==> config.mk <==
export PLATFORM = sky130hd
export DESIGN_NAME = vote_tally
export DESIGN_NICKNAME = d
export VERILOG_FILES = /design/src/rtl/vote_pkg.sv /design/src/rtl/popcount.sv /design/src/rtl/vote_tally.sv
export SDC_FILE = /design/constraint.sdc
export NUM_CORES = 1
export LEC_CHECK = 0
export ABC_AREA = 0
export CORE_MARGIN = 2
export CORE_UTILIZATION = 52
export CTS_BUF_LIST = sky130_fd_sc_hd__clkbuf_2 sky130_fd_sc_hd__clkbuf_4 sky130_fd_sc_hd__clkbuf_8
export DETAILED_ROUTE_END_ITERATION = 6
export GPL_TIMING_DRIVEN = 0
export PLACE_DENSITY = 0.78
export SYNTH_ARGS = -nofsm -noshare
export SYNTH_HDL_FRONTEND = slang
export SYNTH_SLANG_ARGS = --single-unit
==> constraint.sdc <==
create_clock -name clk -period 3.55 [get_ports clk]
set_clock_uncertainty 0.2 [all_clocks]
set_input_delay 0.5325 -clock clk [delete_from_list [all_inputs] [get_ports clk]]
set_output_delay 0.5325 -clock clk [all_outputs]
set_load 0.01 [all_outputs]
==> src/rtl/vote_pkg.sv <==
// Shared types and helpers for the vote tally block.
package vote_pkg;

   typedef enum logic [1:0] {IDLE, OPEN, DONE} vote_state_t;

   // Bits needed to hold a count from 0 to n inclusive.
   function automatic int cnt_w(input int n);
      return $clog2(n + 1);
   endfunction

endpackage

==> src/rtl/popcount.sv <==
// Combinational one-count of a W-bit vector.
module popcount
   import vote_pkg::*;
#(
   parameter int W = 4
) (
   input  logic [W-1:0]          vec_i,
   output logic [cnt_w(W)-1:0]   cnt_o
);

   localparam int CW = cnt_w(W);

   always_comb begin
      cnt_o = '0;
      for (int i = 0; i < W; i++) begin
         cnt_o = cnt_o + CW'(vec_i[i]);
      end
   end

endmodule

==> src/rtl/vote_tally.sv <==
// Voting session controller: one vote per voter, popcount tally, and held
// result flags after close by all-voted, explicit close or timeout.
module vote_tally
   import vote_pkg::*;
#(
   parameter int N_VOTERS = 4,
   parameter int THRESH   = N_VOTERS / 2 + 1,
   parameter int TIMEOUT  = 16
) (
   input  logic                         clk,
   input  logic                         rst,
   input  logic                         start,
   input  logic                         close,
   input  logic [N_VOTERS-1:0]          vote_valid,
   input  logic [N_VOTERS-1:0]          vote_val,
   output logic                         busy,
   output logic                         done,
   output logic [cnt_w(N_VOTERS)-1:0]   yes_cnt,
   output logic [cnt_w(N_VOTERS)-1:0]   no_cnt,
   output logic                         majority,
   output logic                         pass,
   output logic                         tie,
   output logic                         timed_out
);

   localparam int CW = cnt_w(N_VOTERS);
   localparam int TW = (TIMEOUT > 1) ? $clog2(TIMEOUT) : 1;
   localparam logic [TW-1:0] TLAST = TW'((TIMEOUT > 0) ? TIMEOUT - 1 : 0);

   vote_state_t          state_q;
   logic [N_VOTERS-1:0]  voted_q, voted_d;
   logic [N_VOTERS-1:0]  accepted, yes_vec, no_vec;
   logic [CW-1:0]        yes_q, yes_d, no_q, no_d, yes_add, no_add;
   logic [TW-1:0]        timer_q;
   logic                 timed_out_q;
   logic                 all_voted, time_hit;

   // Only first votes in an open session reach the counters.
   assign accepted = (state_q == OPEN) ? (vote_valid & ~voted_q) : '0;
   assign yes_vec  = accepted & vote_val;
   assign no_vec   = accepted & ~vote_val;

   popcount #(.W(N_VOTERS)) u_pc_yes (.vec_i(yes_vec), .cnt_o(yes_add));
   popcount #(.W(N_VOTERS)) u_pc_no  (.vec_i(no_vec),  .cnt_o(no_add));

   assign voted_d   = voted_q | accepted;
   assign yes_d     = yes_q + yes_add;
   assign no_d      = no_q + no_add;
   assign all_voted = &voted_d;
   assign time_hit  = (TIMEOUT != 0) && (timer_q == TLAST);

   always_ff @(posedge clk or posedge rst) begin
      if (rst) begin
         state_q     <= IDLE;
         voted_q     <= '0;
         yes_q       <= '0;
         no_q        <= '0;
         timer_q     <= '0;
         timed_out_q <= 1'b0;
      end else begin
         unique case (state_q)
            IDLE, DONE: begin
               if (start) begin
                  state_q     <= OPEN;
                  voted_q     <= '0;
                  yes_q       <= '0;
                  no_q        <= '0;
                  timer_q     <= '0;
                  timed_out_q <= 1'b0;
               end
            end
            OPEN: begin
               voted_q <= voted_d;
               yes_q   <= yes_d;
               no_q    <= no_d;
               timer_q <= timer_q + 1'b1;
               // Exit-cycle votes are already folded into the _d values.
               if (all_voted || close) begin
                  state_q <= DONE;
               end else if (time_hit) begin
                  state_q     <= DONE;
                  timed_out_q <= 1'b1;
               end
            end
            default: state_q <= IDLE;
         endcase
      end
   end

   assign busy      = (state_q == OPEN);
   assign done      = (state_q == DONE);
   assign yes_cnt   = yes_q;
   assign no_cnt    = no_q;
   assign timed_out = timed_out_q;
   assign majority  = done && (yes_q > no_q);
   assign pass      = done && (int'(yes_q) >= THRESH);
   assign tie       = done && (yes_q == no_q);

endmodule

==> out/results.ini, run 1 <==
[setup_path]
crit_fanout=9
cp_num_buf_inv=5
critPathRequiredTime_ns=3.54
timing.rr.start=state_q[1]
endpoint_kind=register
cp_common_cell=inv_1
critPathKind=register to register
worstSetupStartpointType=register
regToRegEndpoint=yes_cnt[2]
r2r_slack_ns=0.22
cp_slowest_cell=fa_1
cp_cell_sequence=nand2b_1 -> buf_6 -> inv_8 -> nand2_1 -> nor3b_1 -> ha_1 -> inv_1 -> fa_1 -> inv_1 -> ha_1 -> inv_1 -> fa_1 -> xnor2_1 -> mux2i_1 -> a22o_1
critPathTopFamily=adder cells
arrival_ns=3.32
reg2reg_depth=15
cpPeakStageDelay_ns=0.41

[drt]
vias_per_cell=5.33
dr.pass1.iters=4
wl_mm=2.23
vias=890
wl_per_cell_microns=13.3
drtIter0Drc=11
detail-route-antenna-nets=0
drc=0

[grt]
first_global_vias=910
grt_pass1_wl_mm=4.00
grtUsageTotal_pct=20.5
antenna_found_initial=0
grt_start_max_net_pins=18
grt_overflow=0

[timing]
report.final.slew_viol_count=0
hold_viol=0
fmax_mhz=300
setup_violations=0
rsz0062_at_grt=false
worst_pin_slew_ns=0.614
fin_crit_sh_pct=93.8
slew_headroom_pct=59.0
period_minus_slack_ns=3.33
setup_tns_ns=0

[pwr]
powerDensity_nw_per_um2=578
vdd_ir_drop_max_mv=0.510
p_leak_nw=0.643

[floorplan]
start_util_pct=56.8
num_rows=16
die_area_sq_um=2570
die_y_microns=50.7
coreArea_sq_um=2000
die_x_microns=50.7
pin_count=24

[clock_tree]
tritoncts=yes
clockBufferDepth=2
clk_pin_slew_ns=0.11
hold_buffers=0
clock_latency_ns=0.28
postCtsResizedCells=0
cts_buffers=3
cts.sinks=17
cts_setup_buffers=0
cts_root_buf=clkbuf_4
cts_max_level=1

[min_path]
holdPathStages=1
min_delay_worst_endpoint=timer_q[3]
min_from=timer_q[3]
hold_class=register to register

[cells_and_area]
finalNetCount=167
layout_common_cells=clkdlybuf4s50_1, dfrtp_1, inv_1, ha_1, nor2_1
final_area_sq_um=1430
drive_above_1_share_pct=7.86
areaGrowthSynthToFinish_pct=25.7
final_common_cell=clkdlybuf4s50_1
num_antenna_cells=0

[logic_synthesis]
synth_top_area_share_pct=37.4
synth_seq_cells=17
synthCells=113
yosys_warnings=0
syn_area_sq_um=1140
ys_types=33
synth_top_cell_by_area=dfrtp_1
seq_area_frac_synth_pct=37.4
syn-num-nets=139
syn_area_per_cell_sq_um=10.1
ys_top_cells_by_area=dfrtp_1, ha_1, fa_1, inv_1, mux2i_1

[placement]
port_buffers=23
place_congestion=0.810
dp_hpwl_mm=1.83
place_area_sq_um=1400

[run]
max_cap_violations=0

[run_status]
status=complete, no violations

## power breakdown
part           internal, W  leakage, nW  switching [W]
clock            0.0000418       0.0177      0.0000623
combinational     0.000204        0.400       0.000214
sequential        0.000250        0.226      0.0000535
total             0.000496        0.643       0.000330
## cells in the mapped netlist
cell type / number
or3_1: 2
a21oi_1: 5
xor2_1: 1
buf_6: 2
o21ai_1: 2
nand4_1: 2
o21a_1: 1
fa_1: 4
nand3_1: 2
nor3_1: 3
o2bb2ai_1: 2
dfrtp_1: 17
a211oi_2: 1
mux2_4: 1
o22ai_1: 1
nand3b_1: 2
nand2_1: 6
o31a_1: 1
inv_8: 1
buf_2: 1
o21ai_0: 2
nor2_2: 1
o211a_1: 1
a22o_1: 4
nor2b_1: 2
nor3b_1: 3
mux2i_1: 4
ha_1: 10
nand2b_1: 3
inv_1: 15
nor2_1: 8
xnor2_1: 2
o41ai_1: 1
## through the flow
| stage | utilization, % | hold slack (ns) | total power (W) | setup slack (ns) | instances |
|---|---|---|---|---|---|
| floorplan | - | 0.245 | 0.000586 | 0.471 | 113 |
| global placement | 69.9 | 0.263 | 0.000711 | 0.0204 | 163 |
| detailed placement | 69.9 | 0.272 | 0.000725 | -0.0469 | 163 |
| CTS | 71.3 | 0.300 | 0.000829 | 0.210 | 167 |
| global route | 71.3 | 0.313 | 0.000904 | 0.0373 | 167 |
| finish | 71.3 | 0.297 | 0.000826 | 0.221 | 167 |
## layout make-up
type / count / area [sq um]
Clock inverter: 1 / 5.00
Tap cell: 27 / 33.8
Timing Repair Buffer: 23 / 230
Clock buffer: 3 / 22.5
Sequential cell: 17 / 425
Inverter: 16 / 67.6
Buffer: 3 / 27.5
Fill cell: 162 / 574
Multi-Input combinational cell: 77 / 616
## logic make-up after synthesis
| group | share of synthesized area (%) |
|---|---|
| mux | 4.85 |
| fa+ha+maj | 18.1 |
| compound gates | 13.3 |
| flops | 37.4 |
| simple gates | 15.6 |
| xor+xnor | 2.31 |
| buf+inv | 8.37 |
## flip-flops by register name (all words and copies together) (netlist names)
| name | flops |
|---|---|
| no_cnt | 3 |
| timed_out | 1 |
| timer_q | 4 |
| voted_q | 4 |
| state_q | 2 |
| yes_cnt | 3 |
## how the worst max path moves through the flow
stage	slack, ns	endpoint	startpoint	cells after the start
3_3_place_gp	0.02	yes_cnt[2]	vote_valid[0]	13
2_1_floorplan	0.47	yes_cnt[2]	state_q[1]	15
3_5_place_dp	-0.05	yes_cnt[2]	vote_valid[0]	13
4_1_cts	0.21	yes_cnt[2]	state_q[1]	15
5_1_grt	0.04	no_cnt[2]	state_q[1]	15
6_report	0.22	yes_cnt[2]	state_q[1]	15
## metal layers
layer | vias to the layer above | wire (microns) | track usage [%] | share of wire (%)
met3 | 2 | 57 | 2.68 | 2.6
met2 | 18 | 1130 | 37.7 | 51
met5 | - | 0 | 0 | 0
met1 | 424 | 1030 | 26.1 | 46
met4 | 0 | 10 | 2.70 | 0.45
li1 | 446 | - | - | -
Note: power is estimated with default switching activity, not from simulation.
==> run 2, diff against run 1 <==
--- a/config.mk
+++ b/config.mk
@@ -6,12 +6,14 @@
 export NUM_CORES = 1
 export LEC_CHECK = 0
 export ABC_AREA = 0
+export CELL_PAD_IN_SITES_DETAIL_PLACEMENT = 0
+export CELL_PAD_IN_SITES_GLOBAL_PLACEMENT = 2
 export CORE_MARGIN = 2
-export CORE_UTILIZATION = 52
+export CORE_UTILIZATION = 32
 export CTS_BUF_LIST = sky130_fd_sc_hd__clkbuf_2 sky130_fd_sc_hd__clkbuf_4 sky130_fd_sc_hd__clkbuf_8
 export DETAILED_ROUTE_END_ITERATION = 6
 export GPL_TIMING_DRIVEN = 0
-export PLACE_DENSITY = 0.78
+export PLACE_DENSITY = 0.77
 export SYNTH_ARGS = -nofsm -noshare
 export SYNTH_HDL_FRONTEND = slang
 export SYNTH_SLANG_ARGS = --single-unit
==> out/results.ini, run 2 (same netlist as run 1, synthesis figures left out) <==
[clock_tree]
postCtsResizedCells=0
hold_buffers=0
tritoncts=yes
clockBufferDepth=2
cts_root_buf=clkbuf_4
cts_buffers=3
cts.sinks=17
clk_pin_slew_ns=0.11
clock_latency_ns=0.29
cts_max_level=1
cts_setup_buffers=0

[placement]
place_congestion=0.700
pre_cts_slack_ns=-0.0473
port_buffers=23
place_area_sq_um=1420
place_inst=182
dp_hpwl_mm=1.96

[grt]
grt_start_max_net_pins=18
first_global_vias=877
grtUsageTotal_pct=12.9
grt_pass1_wl_mm=4.00
grt_overflow=0
antenna_found_initial=0

[timing]
worst_pin_slew_ns=0.659
rsz0062_at_grt=false
slew_headroom_pct=56.0
finalHoldWorstSlack_ns=0.280
report.final.slew_viol_count=0
period_minus_slack_ns=3.28
hold_viol=0
fin_crit_sh_pct=92.3
fin_ws_ns=0.272
setup_violations=0
fmax_mhz=305

[setup_path]
critPathKind=register to register
endpoint_kind=register
worstSetupStartpointType=register
cp_slowest_cell=dfrtp_1
cp_cell_sequence=nand2b_1 -> buf_6 -> inv_8 -> nand2_1 -> nor3b_1 -> ha_1 -> inv_1 -> fa_1 -> inv_1 -> ha_1 -> inv_1 -> fa_1 -> xnor2_2 -> mux2i_1 -> a22o_1
critPathRequiredTime_ns=3.53
crit_fanout=9
cp_common_cell=inv_1
cpPeakStageDelay_ns=0.41
arrival_ns=3.26

[run_status]
status=complete, no violations

[cells_and_area]
largestRegisters=timer_q (4), voted_q (4)
finalNonFillerCells=186
finalNetCount=167
layout_common_cells=clkdlybuf4s50_1, dfrtp_1, inv_1, ha_1, nor2_1
final_area_sq_um=1460
areaGrowthSynthToFinish_pct=28.6
num_antenna_cells=0
final_common_cell=clkdlybuf4s50_1
drive_above_1_share_pct=8.57

[min_path]
hold_class=register to register

[drt]
vias_per_cell=4.77
wl_mm=2.38
vias=888
wl_per_cell_microns=12.8
detail-route-antenna-nets=0
dr.pass1.iters=4
drc=0
drtIter0Drc=32

[pwr]
vdd_ir_drop_max_mv=0.222
powerDensity_nw_per_um2=565
power_w=0.000826
p_leak_nw=0.649

[floorplan]
num_rows=21
die_x_microns=63.6
die_area_sq_um=4040
pin_count=24
coreArea_sq_um=3360
die_y_microns=63.6
start_util_pct=33.8

[run]
max_cap_violations=0

## run 2: critical path, delay by kind of cell, from the launching register on
family / cells / cell delay, ns
AO/OA/AOI/OAI: 1 / 0.23
buffers and inverters: 5 / 0.41
XOR/XNOR: 1 / 0.16
multiplexers: 1 / 0.09
adder cells (fa/ha/maj): 4 / 1.20
flip-flops: 1 / 0.41
AND/OR/NAND/NOR: 3 / 0.45
## run 2: layout make-up
| type | count | area, sq um |
|---|---|---|
| inverter | 16 | 67.6 |
| tap | 46 | 57.6 |
| multi-input combinational | 77 | 623 |
| timing repair buffer | 23 | 230 |
| sequential | 17 | 425 |
| buffer | 3 | 27.5 |
| fill | 358 | 1900 |
| clock inverter | 1 | 7.51 |
| clock buffer | 3 | 22.5 |
## run 2: worst paths after layout
kind,slack [ns],end,cells after the start,start
setup / recovery,0.27,yes_cnt[2],15,state_q[1]
hold / removal,0.28,timer_q[3],1,timer_q[3]
setup reg to reg,0.27,yes_cnt[2],15,state_q[1]
hold reg to reg,0.28,timer_q[3],1,timer_q[3]
max in group asynchronous,2.30,yes_cnt[0],2,rst
min in group asynchronous,0.41,timer_q[1],2,rst
## run 2: routing by layer
| metal | global-route usage, % | share of wire (%) | wire (microns) |
|---|---|---|---|
| met1 | 17.0 | 46 | 1100 |
| met2 | 20.8 | 48 | 1140 |
| met3 | 3.75 | 4.8 | 114 |
| met4 | 3.26 | 0.59 | 14 |
| met5 | 0 | 0 | 0 |
## run 2: power breakdown
part / switching [W] / leakage (nW) / internal [W]
Combinational: 0.000211 / 0.409 / 0.000204
Sequential: 0.0000546 / 0.226 / 0.000250
Clock: 0.0000634 / 0.0139 / 0.0000429
Total: 0.000329 / 0.649 / 0.000497
## run 2: metrics by stage
step	setup TNS (ns)	utilization [%]
after detailed placement	-0.0473	42.3
after floorplan	0	-
after global placement	0	42.3
final	0	43.5
after global routing	0	43.5
after CTS	0	43.2
==> run 3, diff against run 2 <==
--- a/config.mk
+++ b/config.mk
@@ -13,7 +13,7 @@
 export CTS_BUF_LIST = sky130_fd_sc_hd__clkbuf_2 sky130_fd_sc_hd__clkbuf_4 sky130_fd_sc_hd__clkbuf_8
 export DETAILED_ROUTE_END_ITERATION = 6
 export GPL_TIMING_DRIVEN = 0
-export PLACE_DENSITY = 0.77
+export PLACE_DENSITY_LB_ADDON = 0.1
 export SYNTH_ARGS = -nofsm -noshare
 export SYNTH_HDL_FRONTEND = slang
 export SYNTH_SLANG_ARGS = --single-unit
==> out/results.ini, run 3 (same netlist as run 1, synthesis figures left out) <==
[grt]
grtUsageTotal_pct=13.0
busiest_layer=met2
grt_overflow=0
use_met2_pct=21.6
antenna_found_initial=0
first_global_vias=891
grt_pass1_wl_mm=4.12
gr-usage-met3_pct=1.96
grt.met1_usage_pct=17.4
grt_start_max_net_pins=18

[timing]
report.final.slew_viol_count=0
finalHoldWorstSlack_ns=0.282
fin_crit_sh_pct=93.9
slew_headroom_pct=55.5
period_minus_slack_ns=3.33
fmax_mhz=300
hold_viol=0
setup_violations=0
worst_pin_slew_ns=0.667

[drt]
wl_per_cell_microns=13.1
vias=894
drtIter0Drc=18
wl_mm=2.44
detail-route-antenna-nets=0
dr.pass1.iters=4
drc=0
vias_per_cell=4.81

[placement]
port_buffers=23
dp_hpwl_mm=1.94
place_congestion=0.678

[setup_path]
critPathTopFamily=adder cells
cpPeakStageDelay_ns=0.41
cp_slowest_cell=dfrtp_1
cp_num_buf_inv=5
endpoint_kind=register
critPathRequiredTime_ns=3.54
crit_fanout=9
cp_cell_sequence=nand2b_1 -> buf_6 -> inv_8 -> nand2_1 -> nor3b_1 -> ha_1 -> inv_1 -> fa_1 -> inv_1 -> ha_1 -> inv_1 -> fa_1 -> xnor2_2 -> mux2i_1 -> a22o_1
worstSetupStartpointType=register
critPathKind=register to register
cp_common_cell=inv_1
arrival_ns=3.32

[cells_and_area]
final_common_cell=clkdlybuf4s50_1
drive_above_1_share_pct=8.57
fin_util_pct=43.5
layout_common_cells=clkdlybuf4s50_1, dfrtp_1, inv_1, ha_1, nor2_1
num_antenna_cells=0
finalNetCount=167
largestRegisters=timer_q (4), voted_q (4)
areaGrowthSynthToFinish_pct=28.6

[clock_tree]
cts_setup_buffers=0
cts_buffers=3
cts.sinks=17
tritoncts=yes
clockBufferDepth=2
cts_max_level=1
clk_pin_slew_ns=0.10
clock_latency_ns=0.29
cts_root_buf=clkbuf_4

[floorplan]
pin_count=24
die_x_microns=63.6
num_rows=21
start_util_pct=33.8
die_area_sq_um=4040
coreArea_sq_um=3360
die_y_microns=63.6

[min_path]
hold_class=register to register

[pwr]
vdd_ir_drop_max_mv=0.274
powerDensity_nw_per_um2=572
p_leak_nw=0.653

[run]
max_cap_violations=0

[run_status]
status=complete, no violations

run 3: changes by cell type in the layout (fill, tap and decap cells not counted), sizes merged:
cell / delta
clkinvlp: -1
clkbuf: +1
run 3: metal layers:
layer	vias up	share of wire [%]	routed length, microns
li1	443	-	-
met1	433	48	1180
met2	16	47	1150
met3	2	3.6	89
met4	0	0.57	14
met5	-	0	0
run 3: repair_timing:
action,4_1_cts,5_1_grt
resized for setup,0,1
endpoints found under the hold margin,0,0
setup endpoints to repair,0,1
hold buffers,0,0
run 3: path summary, 6_finish.rpt:
path	depth (start not counted)	to	startpoint	slack, ns
min reg2reg	1	timer_q[3]	timer_q[3]	0.28
max	15	yes_cnt[2]	state_q[1]	0.22
max reg2reg	15	yes_cnt[2]	state_q[1]	0.22
max in group asynchronous	2	yes_cnt[1]	rst	2.30
min	1	timer_q[3]	timer_q[3]	0.28
min in group asynchronous	2	timer_q[0]	rst	0.42
run 3: cell type report:
class                      count  area, sq um
fill                         390         1900
buffer                         3         27.5
timing repair buffer          23          230
inverter                      16         67.6
multi-input combinational     77          623
tap                           46         57.6
sequential                    17          425
clock buffer                   4         30.0
run 3: report_power, final:
part	total [W]	switching (W)	internal, W
clock	0.000115	0.0000633	0.0000513
sequential	0.000305	0.0000549	0.000250
combinational	0.000416	0.000213	0.000203
run 3: worst reg2reg max path: cells and delay by family, from the launching register on:
kind / cells / cell delay, ns
fa+ha+maj: 4 / 1.21
simple gates: 3 / 0.48
buf+inv: 5 / 0.44
flops: 1 / 0.41
compound gates: 1 / 0.23
xor+xnor: 1 / 0.17
mux: 1 / 0.10
run 3: through the flow:
stage / std cells / cell area, sq um / power [W] / setup WS, ns / setup TNS, ns
2_1_floorplan: 113 / 1140 / 0.000586 / 0.471 / 0
5_1_grt: 186 / 1460 / 0.000912 / -0.0110 / -0.0110
6_report: 186 / 1460 / 0.000836 / 0.217 / 0
3_5_place_dp: 182 / 1420 / 0.000731 / -0.0525 / -0.0525
3_3_place_gp: 182 / 1420 / 0.000726 / -0.0133 / -0.0133
4_1_cts: 186 / 1450 / 0.000851 / 0.192 / 0
